==> config.mk <==
export PLATFORM = sky130hd
export DESIGN_NAME = fetch_queue
export DESIGN_NICKNAME = d
export VERILOG_FILES = /design/src/rtl/fetch_queue.sv
export SDC_FILE = /design/constraint.sdc
export NUM_CORES = 1
export LEC_CHECK = 0
export ABC_AREA = 1
export CORE_AREA = 2 2 187 189
export CTS_CLUSTER_DIAMETER = 50
export DETAILED_ROUTE_END_ITERATION = 8
export DIE_AREA = 0 0 189 191
export HOLD_SLACK_MARGIN = 0.08
export MAX_ROUTING_LAYER = met4
export PLACE_DENSITY = 0.74
export SYNTH_ARGS = -nofsm -noshare
export SYNTH_HDL_FRONTEND = slang
export SYNTH_SLANG_ARGS = --single-unit
export TNS_END_PERCENT = 5
==> constraint.sdc <==
create_clock -name clk -period 5.9 [get_ports clk]
set_input_delay 1.77 -clock clk [delete_from_list [all_inputs] [get_ports clk]]
set_output_delay 1.77 -clock clk [all_outputs]
set_load 0.01 [all_outputs]
==> src/rtl/fetch_queue.sv <==
// Instruction fetch front end: issues imem reads, predecodes JAL for early
// redirect, and buffers fetched instructions in a small queue for decode.
module fetch_queue #(
    parameter logic [31:0] RESET_PC      = 32'h0000_0000,
    parameter int unsigned DEPTH         = 4,
    parameter int unsigned JAL_PREDECODE = 1
) (
    input  logic        clk,
    input  logic        rst,
    input  logic        start,
    output logic        imem_ren,
    output logic [31:0] imem_raddr,
    input  logic [31:0] imem_rdata,
    input  logic        redirect_valid,
    input  logic [31:0] redirect_pc,
    output logic        dec_valid,
    input  logic        dec_ready,
    output logic [31:0] dec_pc,
    output logic [31:0] dec_instr,
    output logic        dec_jal
);

    localparam int unsigned AW = $clog2(DEPTH);
    localparam int unsigned CW = AW + 1;

    typedef enum logic {
        IDLE,
        RUN
    } state_t;

    typedef struct packed {
        logic [31:0] pc;
        logic [31:0] instr;
        logic        jal;
    } entry_t;

    state_t        state;
    logic [31:0]   fetch_pc;
    logic          inflight_q;
    logic [31:0]   req_pc_q;
    logic [CW-1:0] count;
    logic [AW-1:0] wr_ptr;
    logic [AW-1:0] rd_ptr;
    entry_t        store [DEPTH];

    logic          redir;
    logic          issue_ok;
    logic          issue;
    logic          resp_jal;
    logic [31:0]   jal_imm;
    logic [31:0]   pc_jal;
    logic          push;
    logic          pop;
    entry_t        head;

    // Response decode and JAL target computation
    always_comb begin
        redir    = redirect_valid && !rst;
        resp_jal = (JAL_PREDECODE != 0) && inflight_q
                   && (imem_rdata[6:0] == 7'b1101111) && !redirect_valid;
        jal_imm  = {{11{imem_rdata[31]}}, imem_rdata[31], imem_rdata[19:12],
                    imem_rdata[20], imem_rdata[30:21], 1'b0};
        pc_jal   = req_pc_q + jal_imm;
    end

    // Issue decision; the reservation counts only registered occupancy
    always_comb begin
        issue_ok = (state == RUN) && ((count + CW'(inflight_q)) < CW'(DEPTH));
        issue    = !rst && (redirect_valid || issue_ok);
        imem_ren = issue;
        if (redir) begin
            imem_raddr = redirect_pc;
        end else if (resp_jal) begin
            imem_raddr = pc_jal;
        end else begin
            imem_raddr = fetch_pc;
        end
    end

    always_comb begin
        push      = inflight_q && !redir;
        dec_valid = (count != '0);
        pop       = dec_valid && dec_ready && !redir;
        head      = store[rd_ptr];
        dec_pc    = dec_valid ? head.pc    : 32'h0;
        dec_instr = dec_valid ? head.instr : 32'h0;
        dec_jal   = dec_valid && head.jal;
    end

    // Control state: FSM, fetch PC, in-flight tracking and queue occupancy
    always_ff @(posedge clk or posedge rst) begin
        if (rst) begin
            state      <= IDLE;
            fetch_pc   <= RESET_PC;
            inflight_q <= 1'b0;
            req_pc_q   <= 32'h0;
            count      <= '0;
            wr_ptr     <= '0;
            rd_ptr     <= '0;
        end else begin
            if (state == IDLE && start) begin
                state <= RUN;
            end

            inflight_q <= issue;
            if (issue) begin
                req_pc_q <= imem_raddr;
                fetch_pc <= imem_raddr + 32'd4;
            end else if (resp_jal) begin
                // Reservation full: park the JAL target so it is fetched later
                fetch_pc <= pc_jal;
            end

            if (redir) begin
                count  <= '0;
                wr_ptr <= '0;
                rd_ptr <= '0;
            end else begin
                if (push) begin
                    wr_ptr <= wr_ptr + AW'(1);
                end
                if (pop) begin
                    rd_ptr <= rd_ptr + AW'(1);
                end
                if (push && !pop) begin
                    count <= count + CW'(1);
                end else if (pop && !push) begin
                    count <= count - CW'(1);
                end
            end
        end
    end

    // Queue storage holds data only; validity lives in count/pointers
    always_ff @(posedge clk) begin
        if (push) begin
            store[wr_ptr] <= '{pc: req_pc_q, instr: imem_rdata, jal: resp_jal};
        end
    end

endmodule

==> results of run 1 <==
## state kept, by name (all words and copies together) (netlist names)
register / cells
count: 3
fetch_pc: 32
inflight_q: 1
rd_ptr: 2
req_pc_q: 32
state: 1
store: 260
wr_ptr: 2
## final timing paths
| check | slack [ns] | to |
|---|---|---|
| worst max-delay path | -0.007 | imem_raddr[28] |
| worst min-delay path | 0.48 | state |
| worst max register to register | 2.53 | fetch_pc[26] |
| worst min register to register | 0.48 | state |
| max in group asynchronous | 3.00 | rd_ptr[0] |
| min in group asynchronous | 2.20 | fetch_pc[30] |
## layout make-up
class                      count  area, um^2
clock buffer                  44         995
fill                        2732       12000
tap                          455         569
multi-input combinational   1308        6670
antenna                        1        2.50
clock inverter                26         251
sequential                   333        9640
timing repair buffer         373        3320
inverter                     191         723
## power breakdown
group | total (W) | leakage (nW) | switching [W] | internal [W]
Clock | 0.00231 | 0.593 | 0.000953 | 0.00136
Combinational | 0.00561 | 5.50 | 0.00313 | 0.00248
Sequential | 0.00368 | 3.30 | 0.000446 | 0.00323
## cell usage after synthesis (2+ instances only)
master	n
nand2_1	402
nor2_1	357
edfxtp_1	260
inv_1	184
o21ai_0	162
nand3_1	122
a21oi_1	101
dfrtp_1	73
clkbuf_1	41
ha_1	35
buf_1	20
nand4_1	20
nand2_2	15
o211ai_1	13
nor2_4	11
nor3_1	9
o21a_1	9
buf_2	7
or2_2	6
a21oi_2	5
inv_2	5
nand3_2	5
nand3b_1	5
buf_6	4
nor2_2	4
xor2_1	4
buf_4	3
o21ai_1	3
o21bai_1	3
clkinv_2	2
fa_1	2
nand2_4	2
o21ai_2	2
o22ai_1	2
## per-stage QoR
stage,total power [W],setup TNS [ns]
final,0.0116,-0.00699
after global routing,0.0124,-0.926
after CTS,0.0115,-0.497
after detailed placement,0.00908,-10.06
after global placement,0.00897,-9.02
after floorplan,0.00641,0
## cells by family (layout without fill, tap and decap cells)
family / count (synthesis) / after routing / synth area share
simple gates: 962 / 962 / 0.241
flops: 333 / 333 / 0.569
compound gates: 304 / 304 / 0.0966
buf+inv: 266 / 634 / 0.0621
fa+ha+maj: 37 / 37 / 0.0283
xor+xnor: 5 / 5 / 0.00259
other cells: 0 / 1 / 0
## routing by layer
metal  track usage  vias to the layer above
li1              -                     7028
met1         0.377                     6815
met2         0.417                      534
met3        0.0362                       62
met4        0.0784                        0
met5             -                        -
## timing repair
item / in CTS / in global routing
endpoints found under the hold margin: 0 / 0
pin swaps: 7 / 5
gates resized for setup: 87 / 41
endpoints found under the setup margin: 28 / 30
setup buffers: 2 / 2
gates cloned: 0 / 1
## critical path: cells and delay by family
kind	cells	cell delay, ns
buf+inv	5	1.12
fa+ha+maj	1	0.32
compound gates	1	0.17
simple gates	10	0.75
==> summary.md, run 1 <==
| Metric | Value |
|---|---|
| Run status | finished with violations |
| Violated checks | negative setup slack |
| Largest net degree at the start of global routing | 87 |
| Die Span X | 189 um |
| Worst min-delay path startpoint | state |
| Crit path time final | 5.91 ns |
| Worst-path maximum fanout | 4 |
| Final clock period utilization by the worst path | 1.00 |
| Layout Utilization | 0.650 |
| Asr flop ratio synth | 0.219 |
| Layout area overhead | 31.0% |
| Syn Area/Cell | 8.87 um^2 |
| Most frequent cells in the layout | nand2_1, nor2_1, edfxtp_1, buf_4, inv_1 |
| Vias in the first global route | 13.9k |
| CTS Sinks | 333 |
| CTS H-tree lvls | 2 |
| Distinct cells, synth | 43 |
| Post-DR vias/cell | 5.29 |
| Number of synthesized register bits | 333 |
| Post-route DRC | 0 |
| Global-route wire length before repair | 74000 um |
| Syn_nets | 2013 |
| I/O Pins | 168 |
| HP Class | flop to flop |
| Initial antenna violation count | 0 |
| Area contributors post-synth | edfxtp_1, dfrtp_1, nand2_1 |
| Antenna-violating nets left | 0 |
| Final nets | 2351 |
| MaxCap Viol Count | 0 |
| Setup violators final | 1 |
| Clk buf depth | 3 |
| Final hold violations | 0 |
| Synth Flop Type | edfxtp_1 |
| CTS tree | built |
| Fin Hold WS | 0.476 ns |
| Final worst slack | -0.00699 ns |
| Core area | 34100 um^2 |
| Iteration-0 DRC Markers | 1162 |
| Reg2Reg Depth | 19 |
| Tot GR Track Use | 0.270 |
| DR pass1 iterations | 5 |
| Overflow after GRT | 0 |
| Total power divided by cell area | 523 nW/um^2 |
| Slew margin rel. | 0.329 |
| Hold-fix buffers, CTS | 0 |
| Synthesized area | 16900 um^2 |
| Clock-pin slew on the worst setup and hold paths | 0.06 ns |
| DP HPWL | 32300 um |
| M1 wire length | 21400 um |
| Startpoint Class | primary input |
| Die ar. | 36100 um^2 |
| Starting Density | 0.496 |
| Max-slew violations | 0 |
| CTS Root Cell | clkbuf_16 |
| Post-Syn Instances | 1907 |
| Wire length on met3 | 3400 um |
| Finished Layout Cells | 2731 |
| Worst-Margin Slew | 1.01 ns |
| R2R Path Start | req_pc_q[1] |
| Register area share after synthesis | 0.569 |
| Site Rows | 68 |
| P_leak | 9.40 nW |
| Peak supply drop | 0.000239 V |
| Worst path most repeated cell | nand2_1 |
| Placed inst area | 20500 um^2 |
| Vias post-DR | 14.4k |
| RSZ-0062 raised after global routing | yes |
| Crit path capture type | output port |
| TritonCTS Buffers | 38 |
| GPL Wtd Cong | 0.956 |
| Crit Path Category | primary input to output port |
| DR top layer | met4 |
| Final WL | 47500 um |
| Post-route cell area | 22200 um^2 |
| CP Cell Sequence | clkdlybuf4s50_1, ha_1, buf_4, nand2_1, nand2_1, buf_4, nand2_1, nand2_1, nand2_1, nand3_2, nand2_2, nand2_1, nand2_1, nand3_2, a21oi_2, inv_1, dlygate4sd2_1 |
| EDFF count, synth | 260 |
| Clk_skew | 0.0127 ns |
| Synth area leader | edfxtp_1 |
| Critical Path Slowest Stage Cell | clkdlybuf4s50_1 |
| CP arrival | 4.14 ns |
| Placed Cells | 2655 |
| Crit path from | imem_rdata[25] |
| Top-area cell type share of the netlist area | 0.462 |
| Synth warnings | 0 |
| Share of cells above drive strength 1 | 0.182 |
| Critical Path RT | 4.13 ns |
| Die Span Y | 191 um |
| Post-place setup slack | -0.823 ns |
| Skew-Pair Late Insertion Delay | 0.53 ns |
| Met2 WL | 21700 um |
| Max incr delay on CP | 0.44 ns |
| Hold Path Depth | 1 |
| WL per Instance | 17.4 um |
| IO buf count | 167 |
| Most common cell after layout, fill and taps aside | nand2_1 |
| Max Fclk | 0.169 GHz |
No activity file was read; power rests on OpenSTA's default activity.
==> run 2, diff against run 1 <==
--- a/config.mk
+++ b/config.mk
@@ -6,13 +6,14 @@
 export NUM_CORES = 1
 export LEC_CHECK = 0
 export ABC_AREA = 1
-export CORE_AREA = 2 2 187 189
+export ABC_CLOCK_PERIOD_IN_PS = 5900
+export CORE_AREA = 2 2 184 186
 export CTS_CLUSTER_DIAMETER = 50
 export DETAILED_ROUTE_END_ITERATION = 8
-export DIE_AREA = 0 0 189 191
+export DIE_AREA = 0 0 186 188
 export HOLD_SLACK_MARGIN = 0.08
 export MAX_ROUTING_LAYER = met4
-export PLACE_DENSITY = 0.74
+export PLACE_DENSITY = 0.76
 export SYNTH_ARGS = -nofsm -noshare
 export SYNTH_HDL_FRONTEND = slang
 export SYNTH_SLANG_ARGS = --single-unit
==> summary.md, run 2 (synthesis gave the netlist of run 1 again) <==
| Metric | Value |
|---|---|
| Final clock period utilization by the worst path | 0.981 |
| Vias post-DR | 14.2k |
| Met2 usage | 0.431 |
| Global-route wire length before repair | 73200 um |
| Worst R2R Setup Slack | 2.53 ns |
| Peak supply drop | 0.000252 V |
| Hold Path Depth | 1 |
| Overflow after GRT | 0 |
| Postcts setup bufs | 0 |
| CTS H-tree lvls | 2 |
| MaxCap Viol Count | 0 |
| Tot GR Track Use | 0.280 |
| Clk buf depth | 3 |
| Largest net degree at the start of global routing | 101 |
| Layout area overhead | 30.2% |
| Final worst slack | 0.110 ns |
| Worst-Margin Slew | 0.998 ns |
| Startpoint Class | primary input |
| Layout Utilization | 0.665 |
| Critical Path RT | 4.13 ns |
| Met3 GRT Util | 0.0371 |
| I/O Pins | 168 |
| RR Endpoint | fetch_pc[28] |
| Die ar. | 35000 um^2 |
| Post-DR vias/cell | 5.24 |
| CTS tree | built |
| Largest regs | store: 260 flops, fetch_pc: 32 flops, req_pc_q: 32 flops |
| Worst min-delay path startpoint | state |
| CTS Root Cell | clkbuf_16 |
| Run status | finished, final reports clean |
| Vias in the first global route | 13.9k |
| DP HPWL | 32200 um |
| Most flop-heavy register | store |
| Final hold violations | 0 |
| HP Class | flop to flop |
| Initial antenna violation count | 1 |
| Site Rows | 67 |
| Hold path endpoint | state |
| Die Span Y | 188 um |
| Share of cells above drive strength 1 | 0.174 |
| Most frequent cells in the layout | nand2_1, nor2_1, edfxtp_1, buf_4, inv_1 |
| TritonCTS Buffers | 38 |
| Clock-pin slew on the worst setup and hold paths | 0.06 ns |
| CTS Sinks | 333 |
| Worst-path maximum fanout | 5 |
| Max reg flops | 260 |
| Core area | 33100 um^2 |
| Reg2Reg Depth | 19 |
| RSZ-0062 raised after global routing | yes |
| Skew-Pair Late Insertion Delay | 0.53 ns |
| Fillers | 2633 |
| Starting Density | 0.511 |
| Antenna-violating nets left | 0 |
| Die Span X | 186 um |
| Final nets | 2341 |
| Crit Path Category | primary input to output port |
| Most common cell after layout, fill and taps aside | nand2_1 |
| Finished Layout Cells | 2713 |
| Post-place setup slack | -0.796 ns |
| Setup TNS | 0 ns |
| Max Fclk | 0.173 GHz |
| Met1 global-route usage | 0.391 |
| Max-slew violations | 0 |
| Slew margin rel. | 0.334 |
| IO buf count | 167 |
| Busiest grt layer | met2 |
| CP arrival | 4.02 ns |
| P_leak | 9.36 nW |
| Crit path time final | 5.79 ns |
| Total power divided by cell area | 524 nW/um^2 |
| Crit path capture type | output port |
| Setup violators final | 0 |
| DR pass1 iterations | 5 |
| Placed Cells | 2643 |
| GPL Wtd Cong | 0.975 |
| R2R Path Start | req_pc_q[1] |
| WL per Instance | 17.4 um |
| Final WL | 47100 um |
| Clk_skew | 0.0169 ns |
| Post-route DRC | 0 |
| Iteration-0 DRC Markers | 1172 |
-- run 2: power breakdown --
| group | internal [W] | switching (W) | leakage [nW] |
|---|---|---|---|
| registers | 0.00323 | 0.000437 | 3.30 |
| logic | 0.00245 | 0.00313 | 5.45 |
| clock network | 0.00135 | 0.000937 | 0.606 |
| total | 0.00703 | 0.00450 | 9.36 |
-- run 2: critical path: stages --
cell and delay, ns:
dlygate4sd2_1 0.30, buf_4 0.19, ha_1 0.32, nand3_2 0.10, nand3_2 0.09, buf_4 0.15
nand3_1 0.10, nand3_2 0.11, buf_4 0.15, nand2_1 0.07, nand2_1 0.05, nand2_1 0.05
nand3_1 0.11, nand2_1 0.12, nand2_2 0.06, dlygate4sd2_1 0.28
-- run 2: worst max path at each step --
stage	startpoint	end	slack (ns)	depth (start not counted)
CTS	imem_rdata[21]	imem_raddr[31]	-0.11	18
finish	imem_rdata[22]	imem_raddr[20]	0.11	16
detailed placement	imem_rdata[21]	imem_raddr[31]	-0.80	17
floorplan	redirect_valid	store[0][0]	0.08	8
global placement	imem_rdata[21]	imem_raddr[31]	-0.70	17
global route	imem_rdata[31]	imem_raddr[28]	-0.07	17
-- run 2: cell type report --
class                           count  area [um^2]  share of cell area
Multi-Input combinational cell   1308         6640               0.302
Antenna cell                        2         5.00            0.000227
Clock inverter                     19          186             0.00847
Sequential cell                   333         9640               0.438
Clock buffer                       49         1040              0.0474
Timing Repair Buffer              363         3220               0.146
Inverter                          191          723              0.0328
Tap cell                          448          561              0.0255
-- run 2: metrics by stage --
step,total power (W),cell area (um^2),hold WS (ns)
finish,0.0115,22000,0.468
global route,0.0123,22000,0.522
CTS,0.0115,21900,0.471
global placement,0.00896,20400,0.461
detailed placement,0.00909,20400,0.459
floorplan,0.00641,16900,0.440
-- run 2: metal layers --
| metal | share of wire | vias up |
|---|---|---|
| met3 | 0.078 | 79 |
| li1 | - | 7000 |
| met5 | 0 | - |
| met1 | 0.44 | 6581 |
| met4 | 0.025 | 0 |
| met2 | 0.46 | 559 |
-- run 2: timing repair --
action	in CTS	in global routing
gates resized for setup	76	48
setup endpoints to repair	28	27
hold buffers	0	0
pin swaps	7	5
